$ cat config.mk
export PLATFORM = sky130hd
export DESIGN_NAME = word_serializer
export DESIGN_NICKNAME = d
export VERILOG_FILES = /design/src/rtl/word_serializer.sv
export SDC_FILE = /design/constraint.sdc
export NUM_CORES = 1
export LEC_CHECK = 0
export CELL_PAD_IN_SITES_DETAIL_PLACEMENT = 2
export CELL_PAD_IN_SITES_GLOBAL_PLACEMENT = 2
export CORE_MARGIN = 5
export CORE_UTILIZATION = 31
export CTS_BUF_LIST = sky130_fd_sc_hd__clkbuf_4
export CTS_CLUSTER_DIAMETER = 30
export DETAILED_ROUTE_END_ITERATION = 10
export PLACE_DENSITY_LB_ADDON = 0.3
export SYNTH_ARGS = -nofsm -noshare
export SYNTH_HDL_FRONTEND = slang
export SYNTH_SLANG_ARGS = --single-unit
$ cat constraint.sdc
create_clock -name clk -period 1.71 [get_ports clk]
set_input_delay 0.2565 -clock clk [delete_from_list [all_inputs] [get_ports clk]]
set_output_delay 0.2565 -clock clk [all_outputs]
set_load 0.02 [all_outputs]
$ cat src/rtl/word_serializer.sv
// word_serializer: parallel-to-serial front end for the serial two's
// complement stage. Accepts a word over valid/ready, issues a one-cycle
// clear pulse to the downstream stage, then shifts the word out LSB-first.
module word_serializer #(
   parameter int WIDTH = 8
) (
   input  logic             clk,
   input  logic             rst,
   input  logic [WIDTH-1:0] data_in,
   input  logic             load_valid,
   output logic             load_ready,
   output logic             bit_out,
   output logic             bit_valid,
   output logic             stage_rst,
   output logic             word_done
);

   localparam int CNT_W = (WIDTH > 1) ? $clog2(WIDTH) : 1;
   localparam logic [CNT_W-1:0] LAST_CNT = CNT_W'(WIDTH - 1);

   typedef enum logic [1:0] {
      IDLE  = 2'd0,
      CLR   = 2'd1,
      SHIFT = 2'd2
   } state_t;

   state_t           state_q, state_d;
   logic [WIDTH-1:0] shreg_q, shreg_d;
   logic [CNT_W-1:0] cnt_q, cnt_d;

   logic lastBit;
   logic readyInt;
   logic accept;

   // The last bit cycle doubles as a load slot so words can stream back-to-back.
   assign lastBit  = (state_q == SHIFT) && (cnt_q == LAST_CNT);
   assign readyInt = (state_q == IDLE) || lastBit;
   assign accept   = load_valid && readyInt;

   // State, shift register and bit counter; all clear immediately on reset.
   always_ff @(posedge clk or posedge rst) begin
      if (rst) begin
         state_q <= IDLE;
         shreg_q <= '0;
         cnt_q   <= '0;
      end else begin
         state_q <= state_d;
         shreg_q <= shreg_d;
         cnt_q   <= cnt_d;
      end
   end

   // Next-state logic: capture on a handshake, one clear cycle, then shift.
   always_comb begin
      state_d = state_q;
      shreg_d = shreg_q;
      cnt_d   = cnt_q;
      case (state_q)
         IDLE: begin
            if (accept) begin
               shreg_d = data_in;
               cnt_d   = '0;
               state_d = CLR;
            end
         end
         CLR: begin
            cnt_d   = '0;
            state_d = SHIFT;
         end
         SHIFT: begin
            shreg_d = {1'b0, shreg_q[WIDTH-1:1]};
            cnt_d   = cnt_q + CNT_W'(1);
            if (lastBit) begin
               cnt_d = '0;
               if (accept) begin
                  shreg_d = data_in;
                  state_d = CLR;
               end else begin
                  state_d = IDLE;
               end
            end
         end
         default: begin
            state_d = IDLE;
            shreg_d = '0;
            cnt_d   = '0;
         end
      endcase
   end

   // Outputs decode from registered state. The state register already sits in
   // IDLE while reset is held, so ready is masked by reset to keep the
   // producer from seeing a ready it cannot use; the downstream clear is
   // likewise forced by reset so that stage stays cleared with this block.
   assign load_ready = readyInt && !rst;
   assign bit_valid  = (state_q == SHIFT);
   assign bit_out    = (state_q == SHIFT) && shreg_q[0];
   assign word_done  = lastBit;
   assign stage_rst  = rst || (state_q == CLR);

endmodule

## Word level (Yosys, flattened, before mapping)

Index checks and enable logic that the tools add are counted.

| operators by class | value |
|---|---|
| div/mod/pow operators | 0 |
| reduce and logical (&&, ||, !) cells | 10 |
| eq/ne operators | 5 |
| $lt $le $gt $ge | 0 |
| shift-type cells | 0 |
| add/subtract/negate cells | 1 |
| bitwise gates (word level) | 1 |
| multipliers | 0 |
| muxes and demuxes | 11 |

Operator list:

| operator | number |
|---|---|
| $mux 8 | 3 |
| $pmux 8 s3 | 1 |
| $mux 3 | 2 |
| $pmux 2 s3 | 1 |
| $pmux 3 s2 | 1 |
| $logic_and 1x1->1 | 4 |
| $mux 2 | 2 |
| $reduce_and 2->1 | 2 |
| $add 3x1->3 const B | 1 |
| $eq 3x3->1 const B | 1 |
| $eq 2x1->1 const B | 1 |
| $eq 2x2->1 const B | 1 |
| $logic_not 2->1 | 1 |
| $logic_or 1x1->1 | 2 |
| $ne 2x1->1 const B | 1 |
| $ne 2x2->1 const B | 1 |
| $logic_not 1->1 | 1 |
| $mux 1 | 1 |
| $not 1->1 | 1 |

| storage, ports and cells | value |
|---|---|
| bits of input ports | 11 |
| logic and storage cells | 31 |
| memories | 0 |
| memory bits (writable) | 0 |
| bits in read-only memories | 0 |
| bits in latches | 0 |
| register bits | 13 |
| output and inout bits | 5 |

## Longest topological paths before layout

| logic depth | value |
|---|---|
| word-level depth | 7 |
| depth in mapped cells | 6 |
| depth with buffers taken out | 5 |

## Worst setup path after synthesis

No wires, ideal clock.

| timing path | value |
|---|---|
| path type | register -> output |
| from | register cnt_q[0] |
| to | output load_ready |
| buffers on the path | 1 |
| data arrival time | 1.295 ns |
| setup slack | 0.159 ns |
| data required time | 1.454 ns |
| stages on the path, launching flop included | 6 |
| cell sequence | dfrtp_1 > ha_1 > ha_1 > buf_2 > nor2b_1 > nor3_1 |

| between the ends | value |
|---|---|
| word-level cells in the longest chain between the ends | 4 |

RTL lines:

| what | RTL line | source |
|---|---|---|
| from (decl) | 29 | `logic [CNT_W-1:0] cnt_q, cnt_d;` |
| from (signal assigned) | 49 | `cnt_q <= cnt_d;` |
| $eq 3x3->1 | 36 | `assign lastBit = (state_q == SHIFT) && (cnt_q == LAST_CNT);` |
| $logic_and 1x1->1 | 36 |  |
| $logic_or 1x1->1 | 37 | `assign readyInt = (state_q == IDLE) \|\| lastBit;` |
| $logic_and 1x1->1 | 95 | `assign load_ready = readyInt && !rst;` |
| to (decl) | 11 | `output logic load_ready,` |

Every way passes these cells.

## Worst setup path after layout

| timing path | value |
|---|---|
| from | register cnt_q[0] |
| to | output word_done |

| between the ends | value |
|---|---|
| word-level cells in the longest chain between the ends | 2 |

RTL lines:

| what | RTL line | source |
|---|---|---|
| $eq 3x3->1 | 36 |  |
| $logic_and 1x1->1 | 36 |  |
| to (decl) | 15 | `output logic word_done` |

Every way passes these cells.

==> results.toml <==
[clock_network]
postCtsHoldBufs = 0
cts_tree = "done"
clock_latency_ns = 0.28
cts.sinks = 13
clockBufferDepth = 2
clk_pin_slew_worst_paths_ns = 0.09
numCtsBuffers = 3
root_buffer = "clkbuf_4"
cts-htree-levels = 1

[setup_path]
critical_path.max_fanout = 4
crit_start = "cnt_q[0]$_DFFE_PP0P_"
critPathSlowestCell = "dfrtp_1"
r2r_cells = 6
crit_chain = "ha_2, ha_4, and2_1, buf_2"
path_depth = 4
worst_r2r_startpoint = "cnt_q[0]$_DFFE_PP0P_"
worstSetupEndpoint = "word_done"
endpoint_kind = "output port"
worstSetupPathType = "reg -> out"
r2r_slack_ns = 0.13
critPathTopFamily = "flip-flops"
arrival_ns = 1.39
worst_r2r_endpoint = "shreg_q[0]$_DFFE_PP0P_"
path_buf_inv = 1
cp-start-kind = "flip-flop"
required_ns = 1.45
max_stage_delay_ns = 0.41

[power]
p_per_area_nw_per_um2 = 1522
power_mw = 1.589
vdd_drop_max_mv = 0.6577
power.leakage_nw = 0.4719

[cells_and_area]
fin_nets = 122
drive_gt1_share_pct = 30.56
layout.cells.non_filler = 138
layout_common_cells = "dfrtp_1 (12), buf_4 (12), a21oi_1 (10), clkdlybuf4s50_1 (10), nand2_1 (9)"
nFillCells = 277
areaGrowthSynthToFinish_pct = 36.27
diodes = 0
fin_util_pct = 43.30

[job]
maxCapViolCount = 0

[timing]
period_share_pct = 96.13
setup_viol = 0
worst_pin_slew_ns = 0.2546
rsz0062_at_grt = "no"
drv_slew = 0
period_minus_slack_ns = 1.644
fin_skew_ns = 0.001478
max_freq_mhz = 608.4
max_slew_margin_pct = 82.97
finalHoldViolCount = 0

[yosys]
synthCells = 83
ys_types = 25
ys_ff_latch = 13
yosys_warnings = 0
yosysSeqAreaShare_pct = 42.48
post_synth.cell_area_avg_um2 = 9.226
syn-num-nets = 96
synth.cell_area_um2 = 765.7

[floorplanning]
core-area_um2 = 2410
die_area_um2 = 3564
rows = 18
pin_count = 16
start_util_pct = 31.78
die_h_um = 59.70
die_w_um = 59.70

[detailed_routing]
wire_per_inst_um = 17.17
dr.pass1.iters = 4
drc = 0
wl_um = 2370
first_iter_violations = 11
postRouteAntennaNets = 0
via_per_inst = 5.167
num_vias = 713

[placement]
dpl.cell_count = 133
io_buffers = 15
gp_congestion = 0.7941
dpl.hpwl_um = 1613

[grt]
grtUsageTotal_pct = 14.91
grt-ovfl-total = 0
grt_max_degree = 14
grt_pass1_wl_um = 3898
antenna_found_initial = 0
grt_pass1_vias = 832

[worst_hold_path]
hp-class = "in -> async"

[outcome]
outcome = "complete, no violations"
[state kept, by name (all words and copies together), names as in the netlist]
signal,flops
cnt_q,3
state_q,2
shreg_q,8
[report_power, final]
| group | switching (mW) | total [mW] | internal [mW] |
|---|---|---|---|
| logic | 0.445 | 0.861 | 0.416 |
| registers | 0.0924 | 0.528 | 0.436 |
| clock network | 0.113 | 0.199 | 0.0866 |
| total | 0.650 | 1.59 | 0.938 |
[how the worst min path moves through the flow]
stage | from | to | slack (ns) | depth (start not counted)
2_1_floorplan | rst | cnt_q[0]$_DFFE_PP0P_ | 0.14 | 1
3_3_place_gp | shreg_q[5]$_DFFE_PP0P_ | shreg_q[4]$_DFFE_PP0P_ | 0.51 | 2
3_5_place_dp | shreg_q[7]$_DFFE_PP0P_ | shreg_q[7]$_DFFE_PP0P_ | 0.52 | 2
4_1_cts | rst | shreg_q[0]$_DFFE_PP0P_ | 0.35 | 3
5_1_grt | rst | cnt_q[0]$_DFFE_PP0P_ | 0.41 | 3
6_report | rst | cnt_q[2]$_DFFE_PP0P_ | 0.40 | 3
[metal layers]
metal | global-route usage (%) | vias to the layer above | part of all wire, %
met3 | 2.160 | 4 | 1.8
li1 | - | 336 | -
met5 | 0 | - | 0
met4 | 6.013 | 0 | 1.3
met2 | 25.77 | 10 | 52
met1 | 18.40 | 363 | 45
[tightest hold or removal path, stage by stage]
cell             delay [ns]
clkdlybuf4s50_1        0.45
inv_1                  0.11
buf_4                  0.23
[cell usage after synthesis, drive strengths merged]
master / number / area, um2
buf: 6 / 51.30
nor3b: 3 / 37.54
o22a: 4 / 35.03
inv: 4 / 15.01
nor3: 1 / 5.000
a21oi: 11 / 58.81
nor2b: 3 / 28.78
nand3: 6 / 30.03
a22o: 1 / 8.760
o211ai: 3 / 22.52
and2: 1 / 6.260
nand2: 9 / 33.78
ha: 2 / 25.02
nand2b: 3 / 18.77
o21ai: 3 / 15.01
o21a: 3 / 22.52
dfrtp: 13 / 325.3
nor2: 7 / 26.28
[stage by stage]
stage / cell area [um2] / setup slack (ns) / TNS (ns) / hold WS [ns]
6_report: 1044 / 0.06622 / 0 / 0.4018
3_5_place_dp: 984.7 / -0.1163 / -0.1742 / 0.5168
2_1_floorplan: 765.7 / 0.1588 / 0 / 0.1415
3_3_place_gp: 984.7 / -0.08354 / -0.1168 / 0.5061
4_1_cts: 1022 / -0.1138 / -0.1138 / 0.3485
5_1_grt: 1044 / 0.006225 / 0 / 0.4084
[logic make-up (layout without fill, tap and decap cells)]
family,Yosys count,in the layout,share of synthesized area [%]
adder cells (fa/ha/maj),2,2,3.267
AO/OA/AOI/OAI,25,25,21.24
buffers and inverters,10,35,8.660
flip-flops,13,13,42.48
AND/OR/NAND/NOR,33,33,24.35
[layout make-up]
| cell class | count | area (um2) | area share (%) |
|---|---|---|---|
| inverters | 4 | 15.01 | 1.439 |
| repair buffers | 27 | 225.2 | 21.58 |
| flip-flops and latches | 13 | 326.6 | 31.29 |
| clock buffers | 3 | 22.52 | 2.158 |
| well taps | 30 | 37.54 | 3.597 |
| clock inverters | 1 | 5.005 | 0.4796 |
| multi-input cells | 60 | 411.6 | 39.45 |
[timing repair]
item                                    4_1_cts  5_1_grt
pin swaps                                     0        1
resized for setup                            16       10
buffers inserted                              1        0
cloned                                        0        0
endpoints found under the setup margin        5        8
No activity file was read; power rests on OpenSTA's default activity.
